--- src/rtl/cell_comm_sync_pkg.sv ---
// Shared definitions for the synchronized-word qualifier.
//   state_t       : qualifier state, SETTLE while the word is still moving, STABLE once settled
//   OVERRUN_WIDTH : width of the saturating overrun counter
//   clog2         : ceiling log2, used to size counters from their limits
package cell_comm_sync_pkg;

   typedef enum logic [0:0] {
      SETTLE = 1'b0,
      STABLE = 1'b1
   } state_t;

   localparam int unsigned OVERRUN_WIDTH = 8;

   function automatic int unsigned clog2(input int unsigned value);
      int unsigned result;
      result = 0;
      for (int i = 0; i < 32; i++) begin
         if ((64'd1 << i) < 64'(value)) result = i + 1;
      end
      return result;
   endfunction

endpackage

--- src/rtl/sat_counter.sv ---
// Saturating up-counter with synchronous clear.
//   clk, rst_n : clock, asynchronous active-low reset (count -> 0)
//   clr        : synchronous clear, has priority over inc
//   inc        : increment by one unless already at LIMIT
//   count      : current value
module sat_counter #(
   parameter int unsigned WIDTH = 8,
   parameter int unsigned LIMIT = 255
) (
   input  logic             clk,
   input  logic             rst_n,
   input  logic             clr,
   input  logic             inc,
   output logic [WIDTH-1:0] count
);

   localparam logic [WIDTH-1:0] MaxCount = WIDTH'(LIMIT);

   logic [WIDTH-1:0] count_q;
   logic [WIDTH-1:0] count_d;

   always_comb begin
      count_d = count_q;
      if (clr) begin
         count_d = '0;
      end else if (inc && (count_q < MaxCount)) begin
         count_d = count_q + WIDTH'(1);
      end
   end

   always_ff @(posedge clk or negedge rst_n) begin
      if (!rst_n) begin
         count_q <= '0;
      end else begin
         count_q <= count_d;
      end
   end

   assign count = count_q;

endmodule

--- src/rtl/sync_word_qualifier.sv ---
// Waits until a per-bit synchronized word has been unchanged for STABLE_CYCLES cycles, then
// publishes it once over a valid/ready handshake.
//   clk, rst_n   : clock, asynchronous active-low reset
//   dataIn       : synchronized word, current cycle
//   dataIn_pp    : synchronized word, previous cycle
//   dataOut      : last published coherent word
//   dataValid    : published word pending, held until accepted
//   dataReady    : consumer accepts dataOut when dataValid && dataReady
//   stable       : input currently settled (registered STABLE state)
//   overrunCount : undelivered words overwritten by a newer publish, saturating at 255
module sync_word_qualifier
   import cell_comm_sync_pkg::*;
#(
   parameter int unsigned DATA_WIDTH    = 8,
   parameter int unsigned STABLE_CYCLES = 4
) (
   input  logic                     clk,
   input  logic                     rst_n,
   input  logic [DATA_WIDTH-1:0]    dataIn,
   input  logic [DATA_WIDTH-1:0]    dataIn_pp,
   output logic [DATA_WIDTH-1:0]    dataOut,
   output logic                     dataValid,
   input  logic                     dataReady,
   output logic                     stable,
   output logic [OVERRUN_WIDTH-1:0] overrunCount
);

   localparam int unsigned CNT_WIDTH = clog2(STABLE_CYCLES + 1);
   localparam logic [CNT_WIDTH-1:0] CntLast = CNT_WIDTH'(STABLE_CYCLES - 1);
   localparam int unsigned OverrunMax = (1 << OVERRUN_WIDTH) - 1;

   logic                  change;
   logic [CNT_WIDTH-1:0]  cnt;
   state_t                state;
   logic                  first_pending;
   logic [DATA_WIDTH-1:0] data_q;
   logic                  valid_q;
   logic                  settling_done;
   logic                  publish;
   logic                  accept;
   logic                  overrun;

   assign change = (dataIn != dataIn_pp);

   sat_counter #(
      .WIDTH (CNT_WIDTH),
      .LIMIT (STABLE_CYCLES)
   ) u_stable_cnt (
      .clk   (clk),
      .rst_n (rst_n),
      .clr   (change),
      .inc   (1'b1),
      .count (cnt)
   );

   // The edge on which cnt reaches STABLE_CYCLES, i.e. the SETTLE->STABLE transition.
   assign settling_done = (state == SETTLE) && !change && (cnt == CntLast);
   // A word that settles back to what was already published is not sent again, except the
   // very first word after reset, which must go out even if it matches the reset value.
   assign publish = settling_done && (first_pending || (dataIn != data_q));
   assign accept  = valid_q && dataReady;
   // Publishing over a pending word that is accepted on the same edge is not a loss.
   assign overrun = publish && valid_q && !dataReady;

   sat_counter #(
      .WIDTH (OVERRUN_WIDTH),
      .LIMIT (OverrunMax)
   ) u_overrun_cnt (
      .clk   (clk),
      .rst_n (rst_n),
      .clr   (1'b0),
      .inc   (overrun),
      .count (overrunCount)
   );

   always_ff @(posedge clk or negedge rst_n) begin
      if (!rst_n) begin
         state         <= SETTLE;
         first_pending <= 1'b1;
         data_q        <= '0;
         valid_q       <= 1'b0;
      end else begin
         unique case (state)
            SETTLE: if (settling_done) state <= STABLE;
            STABLE: if (change) state <= SETTLE;
         endcase

         if (publish) begin
            data_q        <= dataIn;
            valid_q       <= 1'b1;
            first_pending <= 1'b0;
         end else if (accept) begin
            valid_q <= 1'b0;
         end
      end
   end

   assign dataOut   = data_q;
   assign dataValid = valid_q;
   assign stable    = (state == STABLE);

endmodule

--- config.mk ---
export PLATFORM = sky130hd
export DESIGN_NAME = sync_word_qualifier
export DESIGN_NICKNAME = d
export VERILOG_FILES = /design/src/rtl/cell_comm_sync_pkg.sv /design/src/rtl/sat_counter.sv /design/src/rtl/sync_word_qualifier.sv
export SDC_FILE = /design/constraint.sdc
export NUM_CORES = 1
export LEC_CHECK = 0
export ABC_AREA = 1
export CORE_UTILIZATION = 50
export CTS_BUF_LIST = sky130_fd_sc_hd__clkbuf_4
export CTS_CLUSTER_SIZE = 12
export DETAILED_ROUTE_END_ITERATION = 10
export PLACE_DENSITY = 0.87
export SLEW_MARGIN = 15
export SYNTH_ARGS = -nofsm -noshare
export SYNTH_HDL_FRONTEND = slang
export SYNTH_HIERARCHICAL = 1
export SYNTH_SLANG_ARGS = --single-unit
--- constraint.sdc ---
create_clock -name clk -period 2.1 [get_ports clk]
set_input_delay 0.21 -clock clk [delete_from_list [all_inputs] [get_ports clk]]
set_output_delay 0.21 -clock clk [all_outputs]
set_load 0.005 [all_outputs]
; Word level (Yosys, flattened, before mapping)
; Cells that the tools add are included.
[classes]
addsub = 2
magnitude_cmp = 2
eq_ne = 3
mux = 7
bitwise = 1
n_reduce_logical = 12
[ops]
columns = op, n
row1 = != test 8 bit, 2
row2 = "adder 8 x 1 -> 8 bit, second input constant", 1
row3 = "< comparator 8 bit, second input constant", 1
row4 = logical AND 1 bit, 7
row5 = 2-to-1 mux 3 bit, 2
row6 = 2-to-1 mux 1 bit, 4
row7 = nonzero test 2 bit, 2
row8 = "adder 3 x 1 -> 3 bit, second input constant", 1
row9 = "== test 3 x 2 -> 1 bit, second input constant", 1
row10 = "< comparator 3 bit, second input constant", 1
row11 = logical NOT 1 bit, 2
row12 = case mux 1 bit (2 select lines), 1
row13 = logical OR 1 bit, 1
row14 = inverter 1 bit, 1
[word_totals]
regBits = 22
in_bits = 19
output_inout_bits = 18
wordCells = 33

; Depth between registers and ports, before layout
; Gate-level depths: netlist (run 1).
[logic_depth]
depth_word = 8
mapped_depth = 15
ltp_nobuf = 14

; Cells and area by module
; Netlist (run 1), hierarchy kept.
[modules_own_cells]
columns = mod, n_inst, cells_per_inst, area_each_um2
row1 = sync_word_qualifier, 1, 127, 793.3
row2 = sat_counter at u_overrun_cnt, 1, 74, 511.7
row3 = sat_counter at u_stable_cnt, 1, 16, 143.9

; Least setup slack after synthesis (run 1)
; No wires, ideal clock.
[synth_timing]
path_type = register to register
from = register data_q[3] (netlist: dataOut[3])
to = register u_overrun_cnt.count_q[7] (netlist: u_overrun_cnt/count[7])
setup_ns = 0.113
arrival_ns = 1.603
path_slack_ns = 0.385
stages_incl_launch_ff = 14
cell_sequence = dfrtp_1 o21ai_0 inv_1 nand2_1 nor2_1 nand2_2 nand3_2 buf_6 nor2_2 inv_1 a21oi_1 nand3_1 nand2_1 inv_1
[synth_via]
elab_chain_cells = 6
[synth_lines]
columns = element, line_no
row1 = from (decl), sync_word_qualifier.sv:36  ; logic [DATA_WIDTH-1:0] data_q;
row2 = from (signal assigned), sync_word_qualifier.sv:89  ; data_q <= dataIn;
row3 = != test 8 bit, sync_word_qualifier.sv:60  ; assign publish = settling_done && (first_pending || (dataIn != data_q));
row4 = logical OR 1 bit, sync_word_qualifier.sv:60
row5 = logical AND 1 bit, sync_word_qualifier.sv:60
row6 = logical AND 1 bit (2 in a row), sync_word_qualifier.sv:63  ; assign overrun = publish && valid_q && !dataReady;
row7 = net overrun, sync_word_qualifier.sv:41  ; logic overrun;
row8 = logical AND 1 bit, sat_counter.sv:26  ; end else if (inc && (count_q < MaxCount)) begin
row9 = to (signal assigned), sat_counter.sv:35  ; count_q <= count_d;
row10 = to (decl), sat_counter.sv:19  ; logic [WIDTH-1:0] count_q;
; The timed path passes the listed nets, and every way through them passes these cells.
; A chain may end at the register's enable or synchronous reset.

; Worst setup path after layout (run 1)
[layout_timing]
from = input port dataIn[3]
to = register u_overrun_cnt.count_q[7] (netlist: u_overrun_cnt/count[7])
[layout_via]
elab_chain_cells = 8
elab_cells_between_ends = 10
classes_between = 2 x eq/ne / 8 x reduce/logical
[layout_lines]
columns = element, line_no
row1 = from (decl), sync_word_qualifier.sv:19  ; input logic [DATA_WIDTH-1:0] dataIn,
row2 = != test 8 bit, sync_word_qualifier.sv:43  ; assign change = (dataIn != dataIn_pp);
row3 = logical NOT 1 bit, sync_word_qualifier.sv:57  ; assign settling_done = (state == SETTLE) && !change && (cnt == CntLast);
row4 = logical AND 1 bit (2 in a row), sync_word_qualifier.sv:57
row5 = logical AND 1 bit (*), sync_word_qualifier.sv:60
row6 = logical AND 1 bit (*) (2 in a row), sync_word_qualifier.sv:63
row7 = net overrun, sync_word_qualifier.sv:41
row8 = logical AND 1 bit (*), sat_counter.sv:26
; Mark *: on every way through the listed nets, which the timed path passes. The rest lies on a longest branch.

==> results.py, run 1 <==
metrics = {
    "global_route": {
        "groute.usage.overall": 0.224,
        "global_route.overflow_total": 0,
        "grt_pass1_vias": 1304,
        "grt_start_max_net_pins": 23,
        "antenna_violations_before_repair": 0,
        "grt_pass1_wl_um": 5530,
    },
    "route": {
        "number_of_drc_markers_after_the_initial_detailed_route_iteration": 52,
        "drtAntennaViolNets": 0,
        "dr.pass1.iters": 4,
        "routed-via-count": 1447,
        "routed_wirelength_um": 3300,
        "avgViaCountPerCell": 4.74,
        "routed_wire_length_per_instance_um": 10.8,
        "drc_errors": 0,
    },
    "timing": {
        "final.period_utilization": 0.863,
        "maxClockFrequency_ghz": 0.552,
        "timing.setup.tns_ps": 0,
        "postLayoutSetupSlackWorst_ps": 289,
        "hold_violations": 0,
        "min_period_ps": 1810,
        "finClkSkew_ps": 9.99,
        "final-max-slew-violation-count": 0,
        "grt_setup_unrepaired": "no",
        "setup_violations": 0,
    },
    "clocking": {
        "clockBufferDepth": 2,
        "tritoncts.num_buffers": 3,
        "postCtsSetupBuffers": 0,
        "clkLatencyLatePin_ps": 310,
        "cts_tree": "built",
        "clock_pin_slew_of_the_registers_on_the_worst_case_setup_and_hold_paths_ps": 120,
        "holdBufCountCts": 0,
        "ctsResizeCount": 0,
        "clock_sink_count": 22,
        "cts.htree.levels": 1,
        "root_buffer": "sky130_fd_sc_hd__clkbuf_4",
    },
    "die": {
        "placeableCoreArea_sq_um": 2760,
        "fp-row-count": 19,
        "chipHeight_um": 55.8,
        "chipWidth_um": 55.8,
        "top_level_ports": 37,
        "design.die.area_sq_um": 3120,
        "initial_standard_cell_utilization_of_the_core": 0.525,
    },
    "synth": {
        "synth_edf_count": 0,
        "synth.most_common_cell": "sky130_fd_sc_hd__nand2_1",
        "post_synth_and_or_nand_nor_area_fraction": 0.410,
        "ys_ff_latch": 22,
        "portion_of_netlist_area_occupied_by_mux_cells": 0,
        "syn_area_per_cell_sq_um": 6.68,
        "synth_warnings": 6,
        "cell_accounting_for_the_most_synthesized_area": "sky130_fd_sc_hd__dfrtp_1",
        "largest_family_of_logic_cells_by_synthesized_area": "simple AND/OR/NAND/NOR gates",
        "synthXorXnorAreaFrac": 0.0121,
        "synth-compound-area-share": 0.0553,
        "number_of_instances_in_the_synthesized_netlist": 217,
        "asyncSetResetFlopFracSynth": 1.00,
        "synth_seq_area_share": 0.381,
        "mappedNetlistArea_sq_um": 1450,
        "yosys.cell_types.count": 28,
        "post_synth_main_area_contributors": "sky130_fd_sc_hd__dfrtp_1 36%, sky130_fd_sc_hd__nand2_1 22%, sky130_fd_sc_hd__inv_1 9.1%, sky130_fd_sc_hd__nor2_1 4.4%, sky130_fd_sc_hd__nand3_1 4.1%",
        "netlist.area_leader.share": 0.363,
        "synth_ff_type": "sky130_fd_sc_hd__dfrtp_1",
        "ys_top_cells_by_count": "85 x sky130_fd_sc_hd__nand2_1, 35 x sky130_fd_sc_hd__inv_1, 21 x sky130_fd_sc_hd__dfrtp_1, 17 x sky130_fd_sc_hd__nor2_1, 12 x sky130_fd_sc_hd__nand3_1",
        "post_synthesis_adder_cell_area_fraction": 0.0173,
    },
    "placed_design": {
        "place.gp.congestion": 0.841,
        "place.port_buffers": 36,
        "preCtsSetupSlack_ps": -63.6,
        "detailed_place_hpwl_um": 2540,
        "post_dp_cell_area_sq_um": 1930,
    },
    "worst_setup_path": {
        "required_ps": 2330,
        "worst_r2r_setup_slack_ps": 330,
        "max_stage_delay_ps": 500,
        "cp-start-kind": "input port",
        "slowest_stage": "sky130_fd_sc_hd__clkdlybuf4s50_1",
        "regToRegStartpoint": "stable$_DFF_PN0_",
        "critical_path.max_fanout": 4,
        "crit_path_frequent_cell": "sky130_fd_sc_hd__nand2_1",
        "worstRegToRegCells": 9,
        "reg2reg_to": "u_overrun_cnt/count[7]$_DFFE_PN0P_",
        "cp-end-kind": "flip-flop",
        "crit_path_cell_trace": "clkdlybuf4s50_1 -> inv_1 -> nand2_1 -> nand2_1 -> nor2_1 -> nand2_1 -> nor2_4 -> nand3_2 -> nor2_2 -> inv_1 -> a21oi_1 -> nand3_1 -> nand2_1 -> inv_1",
        "cp.arrival_ps": 2040,
        "path_class": "input port to flip-flop",
    },
    "layout": {
        "antenna_diode_count": 0,
        "utilization": 0.710,
        "drive_gt1_frac": 0.109,
        "design_area_sq_um": 1960,
        "fin_nets": 296,
        "area_delta_synth_final_pct": 35.1,
    },
    "run": {
        "drv_cap": 0,
    },
    "power_and_ir_drop": {
        "p_per_area_nw_per_um2": 389,
        "irDropWorstVdd_v": 0.000354,
        "cellLeakagePower_nw": 1.01,
        "report.power.total_mw": 0.762,
    },
    "status": {
        "outcome": "finished clean",
    },
    "worst_hold_path": {
        "hold_class": "input port to asynchronous set/reset pin",
    },
}
per-layer routing:
layer,global-route usage,part of all wire,wire (um),vias up
li1,-,-,-,765
met1,0.299,0.48,1590,647
met2,0.380,0.46,1530,31
met3,0.0326,0.043,142,4
met4,0.0627,0.011,37,0
met5,0,0,0,-
worst max-delay path: cells and delay by family:
family,cells,cell delay (ps)
buf+inv,4,680
compound gates,1,300
simple gates,9,850
placed cells by master (no fill, tap or decap), types with 2 or more instances in the layout:
master / synthesis / routed
sky130_fd_sc_hd__nand2_1: 85 / 85
sky130_fd_sc_hd__clkdlybuf4s50_1: 0 / 36
sky130_fd_sc_hd__inv_1: 35 / 35
sky130_fd_sc_hd__dfrtp_1: 21 / 21
sky130_fd_sc_hd__nor2_1: 17 / 17
sky130_fd_sc_hd__nand3_1: 12 / 12
sky130_fd_sc_hd__conb_1: 2 / 12
sky130_fd_sc_hd__nand4_1: 9 / 9
sky130_fd_sc_hd__buf_4: 0 / 9
sky130_fd_sc_hd__a21oi_1: 6 / 6
sky130_fd_sc_hd__clkbuf_4: 0 / 4
sky130_fd_sc_hd__nand2_2: 3 / 3
sky130_fd_sc_hd__nor2_2: 3 / 3
sky130_fd_sc_hd__inv_2: 2 / 2
sky130_fd_sc_hd__xnor2_1: 2 / 2
sky130_fd_sc_hd__nor3_1: 2 / 2
sky130_fd_sc_hd__o21bai_1: 2 / 2
sky130_fd_sc_hd__a21oi_2: 2 / 2
sky130_fd_sc_hd__ha_1: 2 / 2
report_power, final:
| group | internal (mW) | switching, mW | leakage (nW) |
|---|---|---|---|
| Clock | 0.0871 | 0.128 | 0.0184 |
| Sequential | 0.426 | 0.00418 | 0.302 |
| Combinational | 0.0604 | 0.0561 | 0.694 |
sequential cells by signal (all words and copies together), names as in the netlist:
| register | count |
|---|---|
| dataOut | 8 |
| dataValid | 1 |
| first_pending | 1 |
| stable | 1 |
| u_overrun_cnt/count | 8 |
| u_stable_cnt/count | 3 |
layout make-up:
class,instances,area (sq um)
Inverter,38,148
Timing Repair Buffer,45,428
Clock buffer,4,30.0
Multi-Input combinational cell,165,762
Fill cell,232,800
Sequential cell,22,552
Tap cell,31,38.8
through the flow:
stage               hold WS [ps]  std cells
floorplan                  -85.6        227
global placement             488        301
detailed placement           496        301
CTS                          224        305
global route                 228        305
finish                       221        305
kinds of logic after synthesis:
group | count (synthesis)
compound gates | 13
fa+ha+maj | 2
flops | 22
simple gates | 136
xor+xnor | 2
other cells | 2
buf+inv | 40
worst max path at each step:
stage / start / endpoint / slack (ps)
floorplan: dataOut[3]$_DFFE_PN0P_ / u_overrun_cnt/count[7]$_DFFE_PN0P_ / 380
finish: dataIn[3] / u_overrun_cnt/count[7]$_DFFE_PN0P_ / 290
detailed placement: dataIn[3] / u_overrun_cnt/count[7]$_DFFE_PN0P_ / -60
CTS: dataIn[7] / u_overrun_cnt/count[7]$_DFFE_PN0P_ / 290
global route: dataIn[3] / u_overrun_cnt/count[7]$_DFFE_PN0P_ / 110
global placement: dataIn[7] / u_overrun_cnt/count[7]$_DFFE_PN0P_ / 40
Note: power is estimated with default switching activity, not from simulation.
==> run 2: changes to the inputs <==
clock period = 1.7 ns   (was 2.1 ns; I/O delays follow)
==> results.py, run 2 (synthesis results as in run 1) <==
metrics = {
    "worst_hold_path": {
        "worstHoldStart": "dataIn[3]",
        "hold_class": "input port to flip-flop",
    },
    "worst_setup_path": {
        "slowest_stage": "sky130_fd_sc_hd__clkdlybuf4s50_1",
        "crit_path_frequent_cell": "sky130_fd_sc_hd__nand2_1",
        "cp-start-kind": "input port",
        "startpoint": "dataIn_pp[2]",
        "max_stage_delay_ps": 470,
        "path_class": "input port to flip-flop",
        "required_ps": 1920,
        "crit_path_cell_trace": "clkdlybuf4s50_1 -> inv_1 -> nand2_1 -> nand2_1 -> nor2_1 -> nand2_1 -> nor2_4 -> nand3_2 -> nor2_4 -> inv_1 -> a21oi_2 -> nand3_1 -> nand2_1 -> inv_1",
        "critical_path.max_fanout": 4,
        "cp-end-kind": "flip-flop",
        "regToRegStartpoint": "dataOut[5]$_DFFE_PN0P_",
        "cp.arrival_ps": 1820,
    },
    "die": {
        "fp-row-count": 19,
        "chipHeight_um": 55.8,
        "design.die.area_sq_um": 3120,
        "top_level_ports": 37,
        "initial_standard_cell_utilization_of_the_core": 0.525,
        "placeableCoreArea_sq_um": 2760,
        "chipWidth_um": 55.8,
    },
    "timing": {
        "hold_violations": 0,
        "min_period_ps": 1610,
        "final.period_utilization": 0.945,
        "setup_violations": 0,
        "final-max-slew-violation-count": 0,
        "timing.setup.tns_ps": 0,
        "grt_setup_unrepaired": "no",
        "finClkSkew_ps": 10.8,
        "postLayoutSetupSlackWorst_ps": 92.7,
        "maxClockFrequency_ghz": 0.622,
    },
    "route": {
        "drtAntennaViolNets": 0,
        "avgViaCountPerCell": 4.86,
        "routed_wire_length_per_instance_um": 10.4,
        "number_of_drc_markers_after_the_initial_detailed_route_iteration": 97,
        "drc_errors": 0,
        "dr.pass1.iters": 4,
        "routed_wirelength_um": 3200,
        "topRoutingLayerUsed": "met4",
        "met2RoutedLength_um": 1510,
        "route.met3.wl_um": 161,
        "routed-via-count": 1502,
        "detail_route.wirelength.met1_um": 1500,
    },
    "placed_design": {
        "detailed_place_hpwl_um": 2430,
        "dpl.cell_count": 305,
        "place.gp.congestion": 0.901,
        "place.port_buffers": 36,
        "preCtsSetupSlack_ps": -256,
        "post_dp_cell_area_sq_um": 1960,
    },
    "power_and_ir_drop": {
        "report.power.total_mw": 0.928,
        "irDropWorstVdd_v": 0.000573,
        "p_per_area_nw_per_um2": 460,
        "cellLeakagePower_nw": 1.10,
    },
    "status": {
        "outcome": "finished clean",
    },
    "global_route": {
        "antenna_violations_before_repair": 0,
        "grt_pass1_wl_um": 5150,
        "grt_start_max_net_pins": 23,
        "global_route.overflow_total": 0,
        "groute.usage.overall": 0.207,
        "grt_pass1_vias": 1215,
    },
    "clocking": {
        "root_buffer": "sky130_fd_sc_hd__clkbuf_4",
        "cts.htree.levels": 1,
        "postCtsSetupBuffers": 0,
        "clock_pin_slew_of_the_registers_on_the_worst_case_setup_and_hold_paths_ps": 130,
        "cts_tree": "built",
        "clkLatencyLatePin_ps": 310,
        "clockBufferDepth": 2,
        "tritoncts.num_buffers": 3,
        "clock_sink_count": 22,
    },
    "layout": {
        "layoutNonFillerInstCount": 309,
        "area_delta_synth_final_pct": 39.3,
        "antenna_diode_count": 0,
        "most_common_library_cell_in_the_layout_ignoring_fill_and_taps": "sky130_fd_sc_hd__nand2_1",
        "drive_gt1_frac": 0.137,
        "design_area_sq_um": 2020,
        "final_cell_mix": "84 x sky130_fd_sc_hd__nand2_1, 34 x sky130_fd_sc_hd__inv_1, 29 x sky130_fd_sc_hd__clkdlybuf4s50_1, 21 x sky130_fd_sc_hd__dfrtp_1, 15 x sky130_fd_sc_hd__nor2_1",
        "fin_nets": 300,
    },
    "run": {
        "drv_cap": 0,
    },
}
-- run 2: per-layer routing --
metal / vias to the layer above / global-route usage
li1: 779 / -
met1: 671 / 0.296
met2: 48 / 0.324
met3: 4 / 0.0256
met4: 0 / 0.0732
met5: - / 0
-- run 2: stage by stage --
step | util | hold WS, ps
5_1_grt | 0.732 | 182
6_report | 0.732 | 159
3_5_place_dp | 0.711 | 508
2_1_floorplan | - | -126
3_3_place_gp | 0.711 | 485
4_1_cts | 0.721 | 192
-- run 2: critical path: cells and delay by family --
family	cells	cell delay (ps)
buffers and inverters	4	610
and+or+nand+nor	9	840
AOI/OAI and AO/OA	1	180
-- run 2: report_power, final --
part           internal, mW  leakage (nW)  switching [mW]
logic                0.0777         0.778          0.0728
registers             0.526         0.302         0.00519
clock network        0.0859        0.0154           0.161
total                 0.689          1.10           0.239
-- run 2: what timing repair did --
action	CTS	global route
endpoints found under the setup margin	0	7
resized for setup	0	13
hold buffers	0	0
endpoints found under the hold margin	0	0
-- run 2: final cells by class --
cell class                      count  area (sq um)
Multi-Input combinational cell    165           778
Fill cell                         201           739
Sequential cell                    22           552
Timing Repair Buffer               49           475
Inverter                           38           148
Tap cell                           31          38.8
Clock buffer                        3          22.5
Clock inverter                      1          3.75
-- run 2: final timing paths --
path / end / slack [ps] / depth (start not counted)
min in group asynchronous: stable$_DFF_PN0_ / 190 / 2
max reg2reg: u_overrun_cnt/count[7]$_DFFE_PN0P_ / 110 / 14
max: u_overrun_cnt/count[7]$_DFFE_PN0P_ / 90 / 14
min reg2reg: dataOut[6]$_DFFE_PN0P_ / 540 / 2
min: dataOut[3]$_DFFE_PN0P_ / 160 / 3
max in group asynchronous: first_pending$_DFFE_PN1P_ / 1240 / 2
